<file path="config.mk">
export PLATFORM = sky130hd
export DESIGN_NAME = alarm_controller
export DESIGN_NICKNAME = d
export VERILOG_FILES = /design/src/rtl/alarm_clock_pkg.sv /design/src/rtl/bcd_time_counter.sv /design/src/rtl/alarm_controller.sv
export SDC_FILE = /design/constraint.sdc
export NUM_CORES = 1
export LEC_CHECK = 0
export CAP_MARGIN = 20
export CELL_PAD_IN_SITES_DETAIL_PLACEMENT = 2
export CELL_PAD_IN_SITES_GLOBAL_PLACEMENT = 2
export CORE_UTILIZATION = 31
export CTS_CLUSTER_SIZE = 8
export DETAILED_ROUTE_END_ITERATION = 10
export GPL_TIMING_DRIVEN = 0
export MAX_ROUTING_LAYER = met4
export PLACE_DENSITY = 0.77
export SKIP_CTS_REPAIR_TIMING = 1
export SLEW_MARGIN = 20
export SYNTH_ARGS = -nofsm -noshare
export SYNTH_HDL_FRONTEND = slang
export SYNTH_SLANG_ARGS = --single-unit
</file>
<file path="constraint.sdc">
create_clock -name clk -period 2.1 [get_ports clk]
set_input_delay 0.42 -clock clk [delete_from_list [all_inputs] [get_ports clk]]
set_output_delay 0.42 -clock clk [all_outputs]
set_load 0.01 [all_outputs]
</file>
<file path="src/rtl/alarm_clock_pkg.sv">
// Shared key codes, FSM state, BCD time type and time helpers for the alarm clock.
// Times are packed as {H1,H0,M1,M0}, one BCD digit per nibble.
package alarm_clock_pkg;

  localparam logic [3:0] KEY_LOAD_TIME  = 4'd10;
  localparam logic [3:0] KEY_LOAD_ALARM = 4'd11;
  localparam logic [3:0] KEY_CLEAR      = 4'd12;

  typedef enum logic {IDLE, ENTRY} state_t;

  typedef struct packed {
    logic [3:0] h1;
    logic [3:0] h0;
    logic [3:0] m1;
    logic [3:0] m0;
  } bcd_time_t;

  function automatic logic time_is_valid(input bcd_time_t t);
    return (t.h1 <= 4'd2) && (t.h0 <= 4'd9) && (t.m1 <= 4'd5) && (t.m0 <= 4'd9) &&
           !((t.h1 == 4'd2) && (t.h0 > 4'd3));
  endfunction

  // Advance a valid HH:MM by one minute, wrapping 23:59 to 00:00.
  function automatic bcd_time_t next_minute(input bcd_time_t t);
    bcd_time_t n;
    n = t;
    if (t.m0 != 4'd9) begin
      n.m0 = t.m0 + 4'd1;
    end else begin
      n.m0 = 4'd0;
      if (t.m1 != 4'd5) begin
        n.m1 = t.m1 + 4'd1;
      end else begin
        n.m1 = 4'd0;
        if ((t.h1 == 4'd2) && (t.h0 == 4'd3)) begin
          n.h1 = 4'd0;
          n.h0 = 4'd0;
        end else if (t.h0 == 4'd9) begin
          n.h1 = t.h1 + 4'd1;
          n.h0 = 4'd0;
        end else begin
          n.h0 = t.h0 + 4'd1;
        end
      end
    end
    return n;
  endfunction

endpackage

</file>
<file path="src/rtl/bcd_time_counter.sv">
// Prescaler, seconds counter and BCD HH:MM clock with a synchronous load.
// A load clears the sub-minute state and overrides any tick in the same cycle.
module bcd_time_counter
  import alarm_clock_pkg::*;
#(
  parameter int CLK_PER_SEC = 256
) (
  input  logic        clk,
  input  logic        reset,
  input  logic        load,
  input  logic [15:0] load_value,
  output logic [15:0] current_time,
  output logic        one_second
);

  localparam int PW = (CLK_PER_SEC > 2) ? $clog2(CLK_PER_SEC) : 1;
  localparam logic [PW-1:0] PRESCALE_MAX = PW'(CLK_PER_SEC - 1);
  localparam logic [PW-1:0] PRESCALE_PRE = PW'(CLK_PER_SEC - 2);

  logic [PW-1:0] prescale;
  logic [5:0]    seconds;
  bcd_time_t     time_q;

  // one_second is registered one count early so it is high exactly while prescale is at its maximum.
  always_ff @(posedge clk) begin
    if (reset) begin
      prescale   <= '0;
      seconds    <= '0;
      time_q     <= '0;
      one_second <= 1'b0;
    end else if (load) begin
      prescale   <= '0;
      seconds    <= '0;
      time_q     <= bcd_time_t'(load_value);
      one_second <= 1'b0;
    end else begin
      one_second <= (prescale == PRESCALE_PRE);
      if (prescale == PRESCALE_MAX) begin
        prescale <= '0;
        if (seconds == 6'd59) begin
          seconds <= '0;
          time_q  <= next_minute(time_q);
        end else begin
          seconds <= seconds + 6'd1;
        end
      end else begin
        prescale <= prescale + 1'b1;
      end
    end
  end

  assign current_time = time_q;

endmodule

</file>
<file path="src/rtl/alarm_controller.sv">
// Keypad entry FSM, alarm register and display selects around the running BCD clock.
// Feeds show_alarm / show_new_time to lcd_driver; entry display has priority over alarm display.
module alarm_controller
  import alarm_clock_pkg::*;
#(
  parameter int CLK_PER_SEC = 256,
  parameter int TIMEOUT_SEC = 10
) (
  input  logic        clk,
  input  logic        reset,
  input  logic [3:0]  key,
  input  logic        key_valid,
  input  logic        alarm_button,
  output logic [15:0] key_buffer,
  output logic [15:0] current_time,
  output logic [15:0] alarm_time,
  output logic        show_alarm,
  output logic        show_new_time,
  output logic        one_second
);

  localparam int TW = $clog2(TIMEOUT_SEC + 1) < 1 ? 1 : $clog2(TIMEOUT_SEC + 1);

  state_t        state;
  state_t        state_next;
  logic [TW-1:0] timeout_cnt;
  logic          button_q;
  logic          key_is_digit;
  logic          key_accepted;
  logic          buffer_valid;
  logic          timeout_hit;
  logic          load_time;
  logic          load_alarm;

  assign key_is_digit = key_valid && (key <= 4'd9);
  assign key_accepted = key_valid && (key <= KEY_CLEAR);
  assign buffer_valid = time_is_valid(bcd_time_t'(key_buffer));
  assign timeout_hit  = (state == ENTRY) && one_second && (timeout_cnt == TW'(TIMEOUT_SEC - 1));
  assign load_time    = (state == ENTRY) && key_valid && (key == KEY_LOAD_TIME) && buffer_valid;
  assign load_alarm   = (state == ENTRY) && key_valid && (key == KEY_LOAD_ALARM) && buffer_valid;

  bcd_time_counter #(
    .CLK_PER_SEC (CLK_PER_SEC)
  ) u_time (
    .clk          (clk),
    .reset        (reset),
    .load         (load_time),
    .load_value   (key_buffer),
    .current_time (current_time),
    .one_second   (one_second)
  );

  always_ff @(posedge clk) begin
    if (reset) state <= IDLE;
    else       state <= state_next;
  end

  // A real key press in ENTRY always beats the timeout, since it also restarts the idle count.
  always_comb begin
    state_next = state;
    case (state)
      IDLE: begin
        if (key_is_digit) state_next = ENTRY;
      end
      ENTRY: begin
        if (key_accepted) begin
          if (!key_is_digit) state_next = IDLE;
        end else if (timeout_hit) begin
          state_next = IDLE;
        end
      end
      default: state_next = IDLE;
    endcase
  end

  always_comb begin
    show_new_time = (state == ENTRY);
    show_alarm    = button_q && (state == IDLE);
  end

  always_ff @(posedge clk) begin
    if (reset) begin
      key_buffer  <= '0;
      alarm_time  <= '0;
      timeout_cnt <= '0;
      button_q    <= 1'b0;
    end else begin
      button_q <= alarm_button;
      if (key_is_digit) begin
        key_buffer <= (state == IDLE) ? {12'h000, key} : {key_buffer[11:0], key};
      end else if ((state == ENTRY) && key_valid && (key == KEY_CLEAR)) begin
        key_buffer <= '0;
      end
      if (load_alarm) alarm_time <= key_buffer;
      if ((state != ENTRY) || key_accepted) begin
        timeout_cnt <= '0;
      end else if (one_second) begin
        timeout_cnt <= timeout_cnt + 1'b1;
      end
    end
  end

endmodule

</file>
==> flow_metrics.py, run 1 <==
metrics = {
    "outcome": {
        "run_status": "finished, final reports clean",
    },
    "die": {
        "die_area_mm2": 0.0105,
        "fp.dieW_um": 103,
        "core_mm2": 0.00977,
        "start_util": 0.321,
        "rows": 36,
        "fp.dieH_um": 103,
        "ios": 59,
    },
    "logic_synthesis": {
        "syn-cell-area_mm2": 0.00314,
        "yosys.area.top_type_share": 0.440,
        "synth-compound-area-share": 0.131,
        "synth_top_family_by_area": "simple AND/OR/NAND/NOR gates",
        "yosysWarnings": 0,
        "synth.area.mux_share": 0.0574,
        "async_flop_share": 0,
        "ys_seq_area_frac": 0.440,
        "synthFlopType": "dfxtp_1",
        "synth.area.top_cells": "dfxtp_1 44%, nor2_1 8.6%, mux2i_1 5.7%",
        "yosys.area_share.simple": 0.249,
        "synthXorXnorAreaFrac": 0.0474,
        "synth_edf_count": 0,
        "synthCells": 350,
        "yosys.area.top_type": "dfxtp_1",
        "synthAdderAreaFrac": 0.0359,
        "ys_ff_latch": 69,
        "syn_area_per_cell_um2": 8.97,
        "synth_cell_types": 46,
        "syn_nets": 367,
    },
    "timing": {
        "max_freq_ghz": 0.497,
        "hold_slack_ns": 0.465,
        "fin_skew_ns": 0.00763,
        "setup_viol_count_final": 0,
        "slew_headroom": 0.567,
        "hold_violations": 0,
        "final.setup.worst_slack_ns": 0.0878,
        "tightest_slew_ns": 0.649,
        "drv_slew": 0,
        "period_share": 0.958,
        "min_period_ns": 2.01,
    },
    "critical_path": {
        "worst_path_largest_cell_delay_ns": 0.37,
        "cp_max_fo": 6,
        "worstPathRequired_ns": 2.37,
        "critical_path_arrival_ns": 2.28,
        "reg2reg_depth": 7,
        "path_class": "reg2reg",
        "startpoint_type": "register",
        "end_kind": "register",
        "path_cells": "inv_1 > ha_1 > nand4bb_1 > o31ai_4 > nand4_4 > or3_1 > a311oi_1",
        "slowest_stage": "dfxtp_1",
    },
    "grt": {
        "grt_overflow": 0,
        "use_met1": 0.245,
        "use_met3": 0.0488,
        "grt_pass1_wl_mm": 16.0,
        "antenna_found_initial": 0,
        "met2_usage": 0.354,
        "grt_max_degree": 13,
        "grt_pass1_vias": 3114,
        "grt.busiest_layer": "met2",
        "track_usage": 0.209,
    },
    "drt": {
        "first_iter_violations": 63,
        "dr.pass1.iters": 4,
        "drcViolationCount": 0,
        "vias": 2868,
        "routedWlPerCell_um": 17.8,
        "antenna_left": 0,
        "viasPerCell": 5.09,
        "routed_wl_mm": 10.0,
    },
    "worst_hold_path": {
        "hold_depth": 1,
        "hp-class": "reg2reg",
    },
    "placed_design": {
        "dp_hpwl_mm": 7.07,
        "port_buffers": 57,
        "dpl-instance-area_mm2": 0.00388,
        "routabilityCongestion": 0.742,
        "place_ws_ns": -0.604,
    },
    "clock_tree": {
        "clock_path_buffers": 2,
        "insertion_delay_ns": 0.35,
        "cts.clk_slew.worst_paths_ns": 0.08,
        "cts_buffers": 9,
        "cts_htree_levels": 3,
        "cts-root-buf": "clkbuf_8",
        "tritoncts": "done",
        "cts.sinks": 69,
    },
    "finish": {
        "syn2layout_area_growth_pct": 36.8,
        "diodes": 0,
        "fin_nets": 442,
        "multi_input_area_mm2": 0.00171,
        "register_area_mm2": 0.00140,
        "fillerInstances": 1081,
        "drive_gt1_frac": 0.128,
        "final_cell_area_mm2": 0.00429,
    },
    "power": {
        "cellLeakagePower_nw": 1.58,
        "p_per_area_mw_per_mm2": 670,
        "ir_worst_vdd_v": 0.000274,
    },
    "job": {
        "maxCapViolations": 0,
    },
}
[metrics by stage]
stage | TNS [ns] | instances | utilization | power [mW]
finish | 0 | 563 | 0.439 | 2.88
global route | -0.125 | 563 | 0.439 | 2.99
CTS | -4.68 | 556 | 0.423 | 2.91
detailed placement | -22.90 | 540 | 0.397 | 1.50
global placement | -19.26 | 540 | 0.397 | 1.50
floorplan | 0 | 350 | - | 1.43
[worst max-delay path, delay by kind of cell, from the launching register on]
family	cells	cell delay, ns
buffers and inverters	1	0.08
and+or+nand+nor	3	0.69
AOI/OAI and AO/OA	2	0.63
DFF	1	0.37
adders and majority gates	1	0.15
[area by class of cell]
type	instances	area share
multi-input combinational	252	0.397
sequential	69	0.325
timing repair buffer	64	0.148
tap	133	0.0388
clock buffer	11	0.0353
clock inverter	5	0.0248
buffer	16	0.0195
inverter	13	0.0114
[cell usage after synthesis, types with 2 or more instances]
| master | number |
|---|---|
| mux2i_1 | 18 |
| nor3_1 | 6 |
| dfxtp_1 | 69 |
| a22oi_1 | 15 |
| o21ai_0 | 10 |
| clkbuf_1 | 9 |
| nand2b_1 | 2 |
| nor3b_1 | 2 |
| nand4_2 | 2 |
| nor2b_1 | 2 |
| ha_1 | 9 |
| o31ai_2 | 2 |
| buf_2 | 6 |
| nor4_4 | 2 |
| nand4_1 | 4 |
| nand3b_1 | 2 |
| or4_1 | 2 |
| or3_1 | 5 |
| a21oi_1 | 11 |
| nand4b_1 | 6 |
| and2_1 | 5 |
| xnor2_1 | 10 |
| nor2_1 | 72 |
| nand2_1 | 14 |
| and3_1 | 3 |
| xor2_1 | 7 |
| inv_1 | 13 |
| nand3_1 | 12 |
| a211oi_1 | 13 |
[power breakdown]
group | switching, mW | internal (mW)
combinational | 0.0793 | 0.0530
clock | 0.544 | 0.856
sequential | 0.0245 | 1.32
total | 0.647 | 2.23
[path summary, 6_finish.rpt]
check / slack [ns] / end / startpoint
worst min register to register: 0.46 / u_time.prescale[0]$_SDFF_PP0_ / u_time.prescale[0]$_SDFF_PP0_
worst min-delay path: 0.46 / u_time.prescale[0]$_SDFF_PP0_ / u_time.prescale[0]$_SDFF_PP0_
worst max register to register: 0.09 / u_time.current_time[12]$_SDFFE_PP0P_ / u_time.current_time[12]$_SDFFE_PP0P_
worst max-delay path: 0.09 / u_time.current_time[12]$_SDFFE_PP0P_ / u_time.current_time[12]$_SDFFE_PP0P_
[registers in the layout (all words and copies together), names as in the netlist]
signal / flops
timeout_cnt: 4
u_time.seconds: 6
button_q: 1
u_time.one_second: 1
key_buffer: 16
u_time.prescale: 8
show_new_time: 1
u_time.current_time: 16
alarm_time: 16
[cell usage in the layout (no fill, tap or decap), drive strengths merged, types with 2 or more instances in the layout]
master / instances
nor2: 72
dfxtp: 69
clkdlybuf4s50: 52
clkbuf: 21
mux2i: 18
a22oi: 15
nand2: 14
inv: 13
a211oi: 13
buf: 13
nand3: 12
a21oi: 11
o21ai: 11
xnor2: 10
ha: 9
xor2: 7
nand4b: 6
nor3: 6
nand4: 6
and2: 5
or3: 5
dlymetal6s2s: 5
and3: 3
bufinv: 3
nand3b: 3
nor2b: 2
nand2b: 2
nor4: 2
nor3b: 2
o31ai: 2
or4: 2
o22a: 2
[metal layers]
layer  up-vias  wire length, um
met5         -                0
met4         0              125
met3        12              266
met2        45             5080
met1      1435             4540
li1       1376                -
[cell families after synthesis]
logic type	count (synthesis)
compound gates	60
xor+xnor	17
fa+ha+maj	9
buf+inv	29
flops	69
mux	18
simple gates	148
Power figures use the tool's default switching activity.
==> run 2, diff against run 1 <==
--- a/config.mk
+++ b/config.mk
@@ -9,6 +9,8 @@
 export CELL_PAD_IN_SITES_DETAIL_PLACEMENT = 2
 export CELL_PAD_IN_SITES_GLOBAL_PLACEMENT = 2
 export CORE_UTILIZATION = 31
+export CTS_BUF_LIST = sky130_fd_sc_hd__clkbuf_8 sky130_fd_sc_hd__clkbuf_16
+export CTS_CLUSTER_DIAMETER = 30
 export CTS_CLUSTER_SIZE = 8
 export DETAILED_ROUTE_END_ITERATION = 10
 export GPL_TIMING_DRIVEN = 0
==> results of run 2 <==
No change in the layout: final DEF, timing and power equal those of run 1.
